`config.mk`:
```
export PLATFORM = sky130hd
export DESIGN_NAME = stopwatch_datapath
export DESIGN_NICKNAME = d
export VERILOG_FILES = /design/src/rtl/stopwatch_pkg.sv /design/src/rtl/sw_mod_counter.sv /design/src/rtl/stopwatch_datapath.sv
export SDC_FILE = /design/constraint.sdc
export NUM_CORES = 1
export LEC_CHECK = 0
export CAP_MARGIN = 20
export CORE_UTILIZATION = 45
export DETAILED_ROUTE_END_ITERATION = 7
export HOLD_SLACK_MARGIN = 0.1
export PLACE_DENSITY_LB_ADDON = 0.1
export RECOVER_POWER = 100
export SYNTH_ARGS = -nofsm -noshare
export SYNTH_HDL_FRONTEND = slang
export SYNTH_SLANG_ARGS = --single-unit
export TNS_END_PERCENT = 5
```
`constraint.sdc`:
```
create_clock -name clk -period 4.4 [get_ports clk]
set_clock_uncertainty 0.2 [all_clocks]
set_input_delay 0.66 -clock clk [delete_from_list [all_inputs] [get_ports clk]]
set_output_delay 0.66 -clock clk [all_outputs]
set_load 0.02 [all_outputs]
```
`src/rtl/stopwatch_pkg.sv`:
```
// Shared constants for the stopwatch timekeeping datapath.
package stopwatch_pkg;

    // Counter terminal values
    localparam int unsigned MS10_MAX = 99;
    localparam int unsigned SEC_MAX  = 59;
    localparam int unsigned MIN_MAX  = 59;
    localparam int unsigned HOUR_MAX = 23;

    // Counter widths
    localparam int unsigned W_MS10 = 7;
    localparam int unsigned W_SEC  = 6;
    localparam int unsigned W_MIN  = 6;
    localparam int unsigned W_HOUR = 5;

    // Display page select, same encoding as the control FSM's change state
    localparam logic PAGE_MS10_SEC = 1'b0;
    localparam logic PAGE_MIN_HOUR = 1'b1;

    // Prescaler divide ratio; 0 flags an unusable configuration
    function automatic int unsigned calc_div(input int unsigned clk_hz, input int unsigned tick_hz);
        if (tick_hz == 0) begin
            return 0;
        end
        return clk_hz / tick_hz;
    endfunction

endpackage

```
`src/rtl/sw_mod_counter.sv`:
```
// Modulo-(MAX+1) counter with synchronous clear and a combinational carry-out.
module sw_mod_counter #(
    parameter int unsigned MAX   = 9,
    parameter int unsigned WIDTH = 4
) (
    input  logic             clk,
    input  logic             reset,
    input  logic             clear,
    input  logic             inc,
    output logic [WIDTH-1:0] count,
    output logic             carry
);

    localparam logic [WIDTH-1:0] MAX_VAL = WIDTH'(MAX);

    logic [WIDTH-1:0] count_q, count_d;

    // Next count: clear beats increment; anything at or past MAX wraps to 0
    always_comb begin
        count_d = count_q;
        if (clear) begin
            count_d = '0;
        end else if (inc) begin
            count_d = (count_q >= MAX_VAL) ? '0 : count_q + WIDTH'(1);
        end
    end

    // Count register
    always_ff @(posedge clk or posedge reset) begin
        if (reset) begin
            count_q <= '0;
        end else begin
            count_q <= count_d;
        end
    end

    assign count = count_q;
    assign carry = inc && (count_q == MAX_VAL);

endmodule

```
`src/rtl/stopwatch_datapath.sv`:
```
// Stopwatch timekeeping datapath: 10 ms prescaler, cascaded ms10/sec/min/hour
// counters and the display page mux.
// Optional lap-hold display snapshot when STOPWATCH_LAP_EN is defined.
module stopwatch_datapath
    import stopwatch_pkg::*;
#(
    parameter int unsigned CLK_FREQ_HZ = 100_000_000,
    parameter int unsigned TICK_HZ     = 100
) (
    input  logic              clk,
    input  logic              reset,
    input  logic              enable,
    input  logic              clear,
    input  logic              change,
`ifdef STOPWATCH_LAP_EN
    input  logic              lap,
`endif
    output logic [W_MS10-1:0] ms10,
    output logic [W_SEC-1:0]  sec,
    output logic [W_MIN-1:0]  min,
    output logic [W_HOUR-1:0] hour,
    output logic [6:0]        disp_hi,
    output logic [6:0]        disp_lo,
    output logic              tick_10ms
);

    localparam int unsigned DIV = calc_div(CLK_FREQ_HZ, TICK_HZ);
    localparam int unsigned PW  = (DIV < 2) ? 1 : $clog2(DIV);
    localparam logic [PW-1:0] PRESC_LAST = PW'(DIV - 1);

    if (DIV < 2 || (CLK_FREQ_HZ % TICK_HZ) != 0) begin : g_bad_div
        $error("stopwatch_datapath: CLK_FREQ_HZ/TICK_HZ must be an integer >= 2");
    end

    logic [PW-1:0] presc_q, presc_d;
    logic          tick_q, tick_d;
    logic          carry_ms10, carry_sec, carry_min, carry_hour;

    // Prescaler: counts only while enabled, so a pause keeps the partial tick
    always_comb begin
        presc_d = presc_q;
        tick_d  = 1'b0;
        if (clear) begin
            presc_d = '0;
        end else if (enable) begin
            if (presc_q >= PRESC_LAST) begin
                presc_d = '0;
                tick_d  = 1'b1;
            end else begin
                presc_d = presc_q + PW'(1);
            end
        end
    end

    // Prescaler and registered tick
    always_ff @(posedge clk or posedge reset) begin
        if (reset) begin
            presc_q <= '0;
            tick_q  <= 1'b0;
        end else begin
            presc_q <= presc_d;
            tick_q  <= tick_d;
        end
    end

    assign tick_10ms = tick_q;

    // A tick already issued is always consumed, even if enable drops right after it;
    // clear still wins inside each counter.
    sw_mod_counter #(.MAX(MS10_MAX), .WIDTH(W_MS10)) u_ms10 (
        .clk   (clk),
        .reset (reset),
        .clear (clear),
        .inc   (tick_q),
        .count (ms10),
        .carry (carry_ms10)
    );

    sw_mod_counter #(.MAX(SEC_MAX), .WIDTH(W_SEC)) u_sec (
        .clk   (clk),
        .reset (reset),
        .clear (clear),
        .inc   (carry_ms10),
        .count (sec),
        .carry (carry_sec)
    );

    sw_mod_counter #(.MAX(MIN_MAX), .WIDTH(W_MIN)) u_min (
        .clk   (clk),
        .reset (reset),
        .clear (clear),
        .inc   (carry_sec),
        .count (min),
        .carry (carry_min)
    );

    sw_mod_counter #(.MAX(HOUR_MAX), .WIDTH(W_HOUR)) u_hour (
        .clk   (clk),
        .reset (reset),
        .clear (clear),
        .inc   (carry_min),
        .count (hour),
        .carry (carry_hour)
    );

    logic [W_MS10-1:0] show_ms10;
    logic [W_SEC-1:0]  show_sec;
    logic [W_MIN-1:0]  show_min;
    logic [W_HOUR-1:0] show_hour;

`ifdef STOPWATCH_LAP_EN
    logic              lap_q, lap_d;
    logic [W_MS10-1:0] snap_ms10_q, snap_ms10_d;
    logic [W_SEC-1:0]  snap_sec_q, snap_sec_d;
    logic [W_MIN-1:0]  snap_min_q, snap_min_d;
    logic [W_HOUR-1:0] snap_hour_q, snap_hour_d;

    // Lap flag toggles on each pulse; snapshot is taken only when entering lap-hold
    always_comb begin
        lap_d       = lap_q;
        snap_ms10_d = snap_ms10_q;
        snap_sec_d  = snap_sec_q;
        snap_min_d  = snap_min_q;
        snap_hour_d = snap_hour_q;
        if (clear) begin
            lap_d       = 1'b0;
            snap_ms10_d = '0;
            snap_sec_d  = '0;
            snap_min_d  = '0;
            snap_hour_d = '0;
        end else if (lap) begin
            lap_d = ~lap_q;
            if (!lap_q) begin
                snap_ms10_d = ms10;
                snap_sec_d  = sec;
                snap_min_d  = min;
                snap_hour_d = hour;
            end
        end
    end

    // Lap flag and snapshot registers
    always_ff @(posedge clk or posedge reset) begin
        if (reset) begin
            lap_q       <= 1'b0;
            snap_ms10_q <= '0;
            snap_sec_q  <= '0;
            snap_min_q  <= '0;
            snap_hour_q <= '0;
        end else begin
            lap_q       <= lap_d;
            snap_ms10_q <= snap_ms10_d;
            snap_sec_q  <= snap_sec_d;
            snap_min_q  <= snap_min_d;
            snap_hour_q <= snap_hour_d;
        end
    end

    // Display source: frozen snapshot while in lap-hold, live counts otherwise
    always_comb begin
        show_ms10 = lap_q ? snap_ms10_q : ms10;
        show_sec  = lap_q ? snap_sec_q  : sec;
        show_min  = lap_q ? snap_min_q  : min;
        show_hour = lap_q ? snap_hour_q : hour;
    end
`else
    // Display source: always the live counts
    always_comb begin
        show_ms10 = ms10;
        show_sec  = sec;
        show_min  = min;
        show_hour = hour;
    end
`endif

    // Page mux; purely combinational so switching pages never touches a count
    always_comb begin
        disp_hi = {1'b0, show_sec};
        disp_lo = show_ms10;
        if (change == PAGE_MIN_HOUR) begin
            disp_hi = {2'b00, show_hour};
            disp_lo = {1'b0, show_min};
        end
    end

endmodule
```
==> impl_metrics.toml, run 1 <==
[sta]
fin_crit_sh_pct = 79.36
tightest_slew_ns = 2.405
hold_violations = 0
rsz0062_at_grt = "false"
fin_crit_ns = 3.492
fmax_mhz = 286.4
slew_headroom_pct = -60.32
layout_setup_ws_ns = 0.9082
fin_tns_setup_ns = 0
finalSetupViolCount = 0
final_max_slew_viol_count = 69

[synthesis]
syn-num-nets = 303
netlist_area_um2 = 2658
synthCells = 293
yosysSeqAreaShare_pct = 42.37
yosys_warnings = 0
yosys.cell_types.count = 52
avgSynthCellArea_um2 = 9.070
ys_seq_elements = 45

[placement]
numPortBuffers = 42
hpwl_um = 4305
post-place-ws_ns = 1.073
gp_congestion = 0.8047

[outcome]
violations = "max-capacitance violations, max-slew violations"
status = "finished, violations left"

[floorplanning]
chipWidth_um = 78.85
dieArea_um2 = 6217
coreArea_um2 = 5608
ios = 44
initial_core_util_pct = 47.39
placement_rows = 27
die_h_um = 78.85

[worst_setup_path]
cp-start-kind = "input port"
worstPathCellList = "dlygate4sd3_1, mux2_2, dlygate4sd3_1"
cp-startpoint = "change"
crit-reg2reg-launch = "presc_q[0]"
reg2reg_depth = 6
cp_slowest_stage_delay_ns = 0.92
arrival_ns = 2.63
worstSetupPathType = "in2out"
required_ns = 3.54
critical_path.slowest_cell = "dlygate4sd3_1"
path_max_fanout = 13
cpMostUsedCell = "dlygate4sd3_1"
end_kind = "primary output"

[cells_and_area]
diodes = 0
nFillCells = 563
syn_to_final_growth_pct = 19.68
layout-drive-gt1-share_pct = 7.396
layout.nets = 347

[clock_network]
clockRootBuffer = "clkbuf_8"
clockBufferDepth = 2
cts_hold_buf = 0
clkTransAtPathRegs_ns = 0.09
ctsHtreeMaxLevel = 2
cts_setup_buffers = 0
clock_sinks = 45
cts-resized-gates = 0
tritoncts = "yes"
clk_latency_ns = 0.30
cts_made_buffers = 5

[detailed_routing]
drt_iter0_drc = 122
viasPerCell = 5.544
num_vias = 2273
wl_um = 5977
drc = 0
ant_nets = 0
drt_pass1_iterations = 4
wl_per_cell_um = 14.58

[global_route]
grt_pass1_wl_um = 10300
grt_max_degree = 46
grt_util_all_layers_pct = 20.88
overflow = 0
grt_pass1_vias = 2142
antenna_found_initial = 0

[hold_path]
min-delay-start = "presc_q[1]"
hp-class = "reg2reg"
holdPathStages = 2

[power_and_ir_drop]
powerDensity_nw_per_um2 = 238.2
p_leak_nw = 1.480
ir_worst_vdd_mv = 0.1243

[job]
cap_violations = 3
flip-flops by register name (all words and copies together) (netlist names):
signal and cells:
presc_q 20, u_ms10.count 7, u_min.count 6, u_sec.count 6
u_hour.count 5, tick_10ms 1
cell usage after synthesis (all sizes together):
master,n,share of area (%)
dfrtp,45,42
nor2,34,4.8
nand2,33,4.7
nand3,25,4.7
o21ai,22,4.1
mux2,12,5.1
a21oi,11,2.1
and3,11,2.6
nor3,10,2.1
inv,8,1.1
xnor2,7,2.3
xor2,6,2.0
a21o,5,1.4
ha,5,2.4
nand4,5,1.2
nor2b,5,1.2
and4,4,1.4
buf,4,1.0
nand2b,3,0.71
nor4b,3,1.6
o22ai,3,0.71
o31ai,3,1.4
or2,3,0.80
a31oi,2,0.71
a32o,2,0.75
clkbuf,2,0.28
mux2i,2,0.75
o2111ai,2,0.66
o21bai,2,0.56
o22a,2,0.66
a2111oi,1,1.0
a211oi,1,0.47
a22oi,1,0.28
a2bb2oi,1,0.33
and2,1,0.24
clkinv,1,0.14
conb,1,0.14
nor3b,1,0.28
nor4,1,0.24
o211ai,1,0.28
o31a,1,0.33
or3,1,0.24
report_power, final:
part / internal, mW / leakage, nW / total, mW / switching, mW
clock network: 0.113 / 0.0445 / 0.261 / 0.148
logic: 0.0220 / 0.811 / 0.0642 / 0.0422
registers: 0.421 / 0.625 / 0.432 / 0.0109
worst max-delay path: cells and delay by family:
family   cells  cell delay (ns)
buf+inv      2             1.57
mux          1             0.40
metal layers:
layer / GRT usage (%) / vias up / wire length, µm
met2: 34.78 / 41 / 2815
met5: 0 / - / 0
li1: - / 1136 / -
met3: 3.908 / 7 / 178
met1: 27.69 / 1089 / 2922
met4: 6.000 / 0 / 61
layout make-up:
| type | instances | area [µm²] | share of cell area (%) |
|---|---|---|---|
| timing repair buffer | 43 | 424.2 | 13.34 |
| tap | 72 | 90.09 | 2.832 |
| clock inverter | 3 | 21.27 | 0.6688 |
| clock buffer | 5 | 68.82 | 2.164 |
| multi-input combinational | 233 | 1416 | 44.53 |
| sequential | 45 | 1126 | 35.41 |
| inverter | 9 | 33.78 | 1.062 |
logic make-up after synthesis:
kind of cell | share of synthesized area [%]
AND/OR/NAND/NOR | 26.65
multiplexers | 5.838
buffers and inverters | 2.589
XOR/XNOR | 4.284
flip-flops | 42.37
adder cells (fa/ha/maj) | 2.354
other | 0.1411
AO/OA/AOI/OAI | 15.77
cell usage in the layout, fill, tap and decap left out, types with 2 or more instances in the layout:
| cell | Yosys | routed |
|---|---|---|
| nor2b_1 | 5 | 5 |
| a21o_1 | 5 | 5 |
| a31oi_1 | 1 | 2 |
| xor2_1 | 6 | 6 |
| clkbuf_8 | 0 | 5 |
| a32o_1 | 2 | 2 |
| dlygate4sd3_1 | 0 | 40 |
| clkdlybuf4s50_1 | 0 | 2 |
| and3_1 | 11 | 11 |
| o22a_1 | 2 | 2 |
| ha_1 | 5 | 5 |
| mux2_2 | 12 | 12 |
| nand4_1 | 5 | 5 |
| o2111ai_1 | 2 | 2 |
| or2_2 | 2 | 2 |
| nand3_1 | 25 | 25 |
| inv_1 | 8 | 7 |
| nand2b_1 | 3 | 3 |
| clkinv_1 | 1 | 2 |
| nand2_1 | 33 | 33 |
| dfrtp_1 | 45 | 45 |
| o31ai_1 | 2 | 3 |
| xnor2_1 | 7 | 7 |
| a21oi_1 | 11 | 11 |
| nor2_1 | 34 | 34 |
| nor3_1 | 9 | 9 |
| o21ai_0 | 21 | 21 |
| and4_1 | 3 | 4 |
| o22ai_1 | 3 | 3 |
| mux2i_1 | 2 | 2 |
| o21bai_1 | 2 | 2 |
| nor4b_1 | 2 | 2 |
path summary, 6_finish.rpt:
path                            slack (ns)              to
worst max-delay path                  0.91      disp_hi[0]
worst min-delay path                  0.32      presc_q[1]
worst max register to register        1.23     presc_q[19]
worst min register to register        0.32      presc_q[1]
max in group asynchronous             1.15      presc_q[9]
min in group asynchronous             1.49  u_sec.count[1]
stage by stage:
stage / total power, mW / area [µm²] / hold WS (ns) / utilization (%) / cells
2_1_floorplan: 0.4857 / 2658 / 0.2728 / - / 293
3_3_place_gp: 0.5088 / 3141 / 0.3056 / 56.00 / 402
3_5_place_dp: 0.5104 / 3141 / 0.3113 / 56.00 / 402
4_1_cts: 0.7751 / 3231 / 0.3269 / 57.61 / 410
5_1_grt: 0.7954 / 3181 / 0.3583 / 56.72 / 410
6_report: 0.7575 / 3181 / 0.3191 / 56.72 / 410
Note: power is estimated with default switching activity, not from simulation.
==> inputs of run 2 (changes only) <==
- clock period: 4.4 -> 3.4 ns (I/O delays scaled with it)
==> run 2 against run 1 <==
Compared with the run above:
- the run now ends clean
- global-route usage rose by 0.42 points
- cell area is 2.0% higher
- combinational power rose by 32%
- highest routed layer unchanged
==> impl_metrics.toml, run 2 (same netlist as run 1, synthesis figures left out) <==
[detailed_routing]
met2_length_um = 2842
drt_pass1_iterations = 6
viasPerCell = 5.534
wl_met1_um = 2870
ant_nets = 0
num_vias = 2280
drc = 0
met3_length_um = 290
routed.top_layer = "met4"
wl_per_cell_um = 14.72
drt_iter0_drc = 134
wl_um = 6066

[sta]
layout_setup_ws_ns = 0.2262
hold_violations = 0
finalSetupViolCount = 0
final_max_slew_viol_count = 0
fmax_mhz = 315.1
fin_tns_setup_ns = 0
fin_crit_ns = 3.174
tightest_slew_ns = 1.002
rsz0062_at_grt = "false"
whs_ns = 0.3214
slew_headroom_pct = 33.23
fin_crit_sh_pct = 93.35

[outcome]
status = "finished clean"

[clock_network]
cts_setup_buffers = 0
ctsHtreeMaxLevel = 2
clk_latency_ns = 0.30
clkTransAtPathRegs_ns = 0.08
clockRootBuffer = "clkbuf_8"
cts_made_buffers = 5
cts-resized-gates = 0
tritoncts = "yes"
clockBufferDepth = 2
cts_hold_buf = 0
clock_sinks = 45

[global_route]
antenna_found_initial = 0
grt_max_degree = 19
overflow = 0
grt_util_all_layers_pct = 21.29
grt_pass1_vias = 2141
grt_pass1_wl_um = 10300

[cells_and_area]
largest_reg_flops = 20
syn_to_final_growth_pct = 22.13
diodes = 0
final_common_cell = "dfrtp_1"
regMostFlops = "presc_q"
nFillCells = 521
final_cell_mix = "dfrtp_1 (45), nor2_1 (34), dlygate4sd3_1 (34)"
fin_cells = 412
layout-drive-gt1-share_pct = 8.235
multiInputGateArea_um2 = 1430
final-seq-area_um2 = 1126
layout.nets = 349

[worst_setup_path]
worstSetupPathType = "in2out"
arrival_ns = 2.46
end_kind = "primary output"
cp-start-kind = "input port"
required_ns = 2.69
path_max_fanout = 13

[placement]
numPortBuffers = 42
post-place-ws_ns = 0.3702
hpwl_um = 4459
dpl.cell_count = 404
gp_congestion = 0.8177

[power_and_ir_drop]
powerDensity_nw_per_um2 = 344.8
ir_worst_vdd_mv = 0.2618
p_leak_nw = 1.487

[floorplanning]
placement_rows = 27
die_h_um = 78.85
chipWidth_um = 78.85
initial_core_util_pct = 47.39
dieArea_um2 = 6217
coreArea_um2 = 5608
ios = 44

[hold_path]
hp-class = "reg2reg"

[job]
cap_violations = 0
## run 2: cell types whose count changed in the layout (fill, tap and decap cells not counted), moves of 2 or more
| cell | before | now |
|---|---|---|
| clkdlybuf4s50_1 | 2 | 8 |
| clkbuf_1 | 1 | 3 |
| dlygate4sd3_1 | 40 | 34 |
| bufinv_16 | 0 | 2 |
## run 2: layout make-up
| class | count | area share [%] |
|---|---|---|
| tap | 72 | 2.776 |
| timing repair buffer | 45 | 13.30 |
| sequential | 45 | 34.70 |
| clock buffer | 5 | 2.120 |
| inverter | 9 | 1.041 |
| clock inverter | 3 | 2.005 |
| multi-input combinational | 233 | 44.06 |
## run 2: worst max-delay path: stages
cell and delay, ns:
dlygate4sd3_1 0.91, mux2_2 0.39, dlygate4sd3_1 0.65
## run 2: power breakdown
| part | leakage (nW) | internal, mW | switching (mW) |
|---|---|---|---|
| registers | 0.625 | 0.545 | 0.0140 |
| logic | 0.794 | 0.0296 | 0.0550 |
| clock network | 0.0681 | 0.292 | 0.183 |
| total | 1.49 | 0.867 | 0.252 |
## run 2: per-stage QoR
| step | utilization [%] | instance area [µm²] | power [mW] |
|---|---|---|---|
| after global routing | 57.88 | 3246 | 1.166 |
| after CTS | 58.66 | 3289 | 1.138 |
| after global placement | 56.27 | 3156 | 0.6597 |
| final | 57.88 | 3246 | 1.119 |
| after floorplan | - | 2658 | 0.6285 |
| after detailed placement | 56.27 | 3156 | 0.6623 |
## run 2: path summary, 6_finish.rpt
check | start | end | slack (ns) | depth (start not counted)
worst max-delay path | change | disp_hi[4] | 0.23 | 3
worst min-delay path | presc_q[1] | presc_q[1] | 0.32 | 2
worst max register to register | presc_q[0] | presc_q[2] | 0.92 | 6
worst min register to register | presc_q[1] | presc_q[1] | 0.32 | 2
max in group asynchronous | reset | u_ms10.count[3] | 1.32 | 3
min in group asynchronous | reset | u_sec.count[5] | 0.43 | 2
## run 2: layer usage
metal | vias to the layer above | global-route usage [%]
li1 | 1147 | -
met5 | - | 0
met3 | 7 | 4.368
met4 | 0 | 7.636
met1 | 1073 | 28.95
met2 | 53 | 33.65
==> inputs of run 3 (changes only) <==
--- a/config.mk
+++ b/config.mk
@@ -7,9 +7,10 @@
 export LEC_CHECK = 0
 export CAP_MARGIN = 20
-export CORE_UTILIZATION = 45
+export CORE_UTILIZATION = 50
 export DETAILED_ROUTE_END_ITERATION = 7
 export HOLD_SLACK_MARGIN = 0.1
 export PLACE_DENSITY_LB_ADDON = 0.1
 export RECOVER_POWER = 100
+export SETUP_SLACK_MARGIN = 0.02
 export SYNTH_ARGS = -nofsm -noshare
 export SYNTH_HDL_FRONTEND = slang
==> constraint.sdc (replaced) <==
create_clock -name clk -period 3.4 [get_ports clk]
set_clock_uncertainty 0.2 [all_clocks]
set_input_delay 0.51 -clock clk [delete_from_list [all_inputs] [get_ports clk]]
set_output_delay 0.51 -clock clk [all_outputs]
set_load 0.005 [all_outputs]
==> run 3 against run 2 <==
Compared with the run above:
- the flow now finishes with violations (max-capacitance violations, max-slew violations)
- first-iteration DRC count decreased by 38%
- sequential power about the same
- combinational power decreased by 8.9%
- critical path depth unchanged
- register-to-register slack got worse by 0.04 ns
- fmax increased by 1.3%
- sequential share of layout area about the same
- global-route usage increased by 0.89 points
- power decreased by 0.55%
- setup slack improved by 0.041 ns
- flip-flop and latch count unchanged
- non-clock buffer count decreased by 1
- largest power group unchanged
- highest routed layer unchanged
==> impl_metrics.toml, run 3 (same netlist as run 1, synthesis figures left out) <==
[worst_setup_path]
worstSetupPathType = "in2out"
critical_path.slowest_cell = "dlygate4sd3_1"
cp_slowest_stage_delay_ns = 0.91
worstPathCellList = "dlygate4sd3_1, mux2_2, dlygate4sd3_1"
ff2ff_setup_slack_ns = 0.88
required_ns = 2.69
path_max_fanout = 13
cpMostUsedCell = "dlygate4sd3_1"
crit_family = "buffers and inverters"
arrival_ns = 2.42
path_buf_inv = 2
cp-start-kind = "input port"
end_kind = "primary output"

[detailed_routing]
wl_um = 5894
num_vias = 2327
drt_pass1_iterations = 4
wl_per_cell_um = 14.41
ant_nets = 0
drc = 0
viasPerCell = 5.689
drt_iter0_drc = 83

[sta]
rsz0062_at_grt = "false"
hold_violations = 0
tightest_slew_ns = 1.571
fin_crit_sh_pct = 92.13
finalSetupViolCount = 0
fin_tns_setup_ns = 0
final_max_slew_viol_count = 30
fin_crit_ns = 3.133
fmax_mhz = 319.2
slew_headroom_pct = -4.711

[outcome]
violations = "max-capacitance violations, max-slew violations"
status = "finished, violations left"

[floorplanning]
initial_core_util_pct = 52.03
placement_rows = 26
dieArea_um2 = 5611
chipWidth_um = 74.91
die_h_um = 74.91
ios = 44
coreArea_um2 = 5107

[global_route]
grt_pass1_wl_um = 9418
grt_max_degree = 30
grt_pass1_vias = 2066
grt_util_all_layers_pct = 22.18
overflow = 0
antenna_found_initial = 0

[cells_and_area]
final_common_cell = "dfrtp_1"
syn_to_final_growth_pct = 22.08
fin_cells = 409
layout-drive-gt1-share_pct = 8.555
final_util_pct = 63.52
layout.nets = 348
nFillCells = 441
regMostFlops = "presc_q"
final_cell_mix = "dfrtp_1 (45), dlygate4sd3_1 (40), nor2_1 (34)"
largest_reg_flops = 20
diodes = 0

[clock_network]
clockRootBuffer = "clkbuf_8"
clkTransAtPathRegs_ns = 0.09
cts_hold_buf = 0
cts_made_buffers = 5
cts-resized-gates = 0
clockBufferDepth = 2
cts_setup_buffers = 0
clock_sinks = 45
ctsHtreeMaxLevel = 2
tritoncts = "yes"
clk_latency_ns = 0.30

[placement]
hpwl_um = 4324
gp_congestion = 0.8226
numPortBuffers = 42
dpl.cell_count = 401

[power_and_ir_drop]
powerDensity_nw_per_um2 = 343.0
finalPower_mw = 1.113
ir_worst_vdd_mv = 0.2264
p_leak_nw = 1.507

[hold_path]
hp-class = "reg2reg"

[job]
cap_violations = 1
==> run 3: cell types whose count changed in the layout (fill, tap and decap cells not counted) <==
cell,previous run,this run
a211oi_1,1,0
a211oi_2,0,1
and2_0,0,1
and2_1,1,0
clkbuf_1,3,2
clkdlybuf4s50_1,8,2
dlygate4sd3_1,34,40
==> run 3: cell type report <==
cell class,instances,area (µm²),area share (%)
Sequential cell,45,1126,34.71
Inverter,9,33.78,1.041
Timing Repair Buffer,44,427.9,13.19
Tap cell,70,87.58,2.700
Multi-Input combinational cell,233,1435,44.23
Clock inverter,3,65.06,2.005
Clock buffer,5,68.82,2.121
==> run 3: worst register-to-register path: stages, from the launching register on <==
cell,delay [ns]
dfrtp_1,0.39
ha_1,0.20
and4_4,0.27
and4_1,0.26
a211oi_2,0.08
o31ai_2,0.82
nor2_1,0.13
==> run 3: final timing paths <==
path                            startpoint        endpoint  depth (start not counted)
worst max-delay path                change      disp_lo[0]                          3
worst min-delay path            presc_q[1]      presc_q[1]                          2
worst max register to register  presc_q[0]     presc_q[16]                          6
worst min register to register  presc_q[1]      presc_q[1]                          2
max in group asynchronous            reset     presc_q[19]                          3
min in group asynchronous            reset  u_sec.count[1]                          2
==> run 3: where the power goes <==
| group | internal [mW] | total (mW) | switching, mW | leakage, nW |
|---|---|---|---|---|
| clock | 0.292 | 0.477 | 0.185 | 0.0681 |
| sequential | 0.545 | 0.558 | 0.0131 | 0.625 |
| combinational | 0.0290 | 0.0771 | 0.0481 | 0.814 |
| total | 0.866 | 1.11 | 0.247 | 1.51 |
==> run 3: routing by layer <==
layer  vias to the layer above  track usage (%)  share of wire (%)
li1                       1135                -                  -
met1                      1133            26.37                 43
met2                        51            39.64                 52
met3                         8            4.016                3.9
met4                         0            8.805                1.5
met5                         -                0                  0
==> run 3: metrics by stage <==
| stage | hold slack, ns | cell area (µm²) | setup WS [ns] |
|---|---|---|---|
| after floorplan | 0.2728 | 2658 | 1.372 |
| after global placement | 0.2914 | 3146 | 0.5048 |
| after detailed placement | 0.3012 | 3146 | 0.4606 |
| after CTS | 0.3241 | 3279 | 0.4508 |
| after global routing | 0.3548 | 3244 | 0.2220 |
| final | 0.3242 | 3244 | 0.2675 |
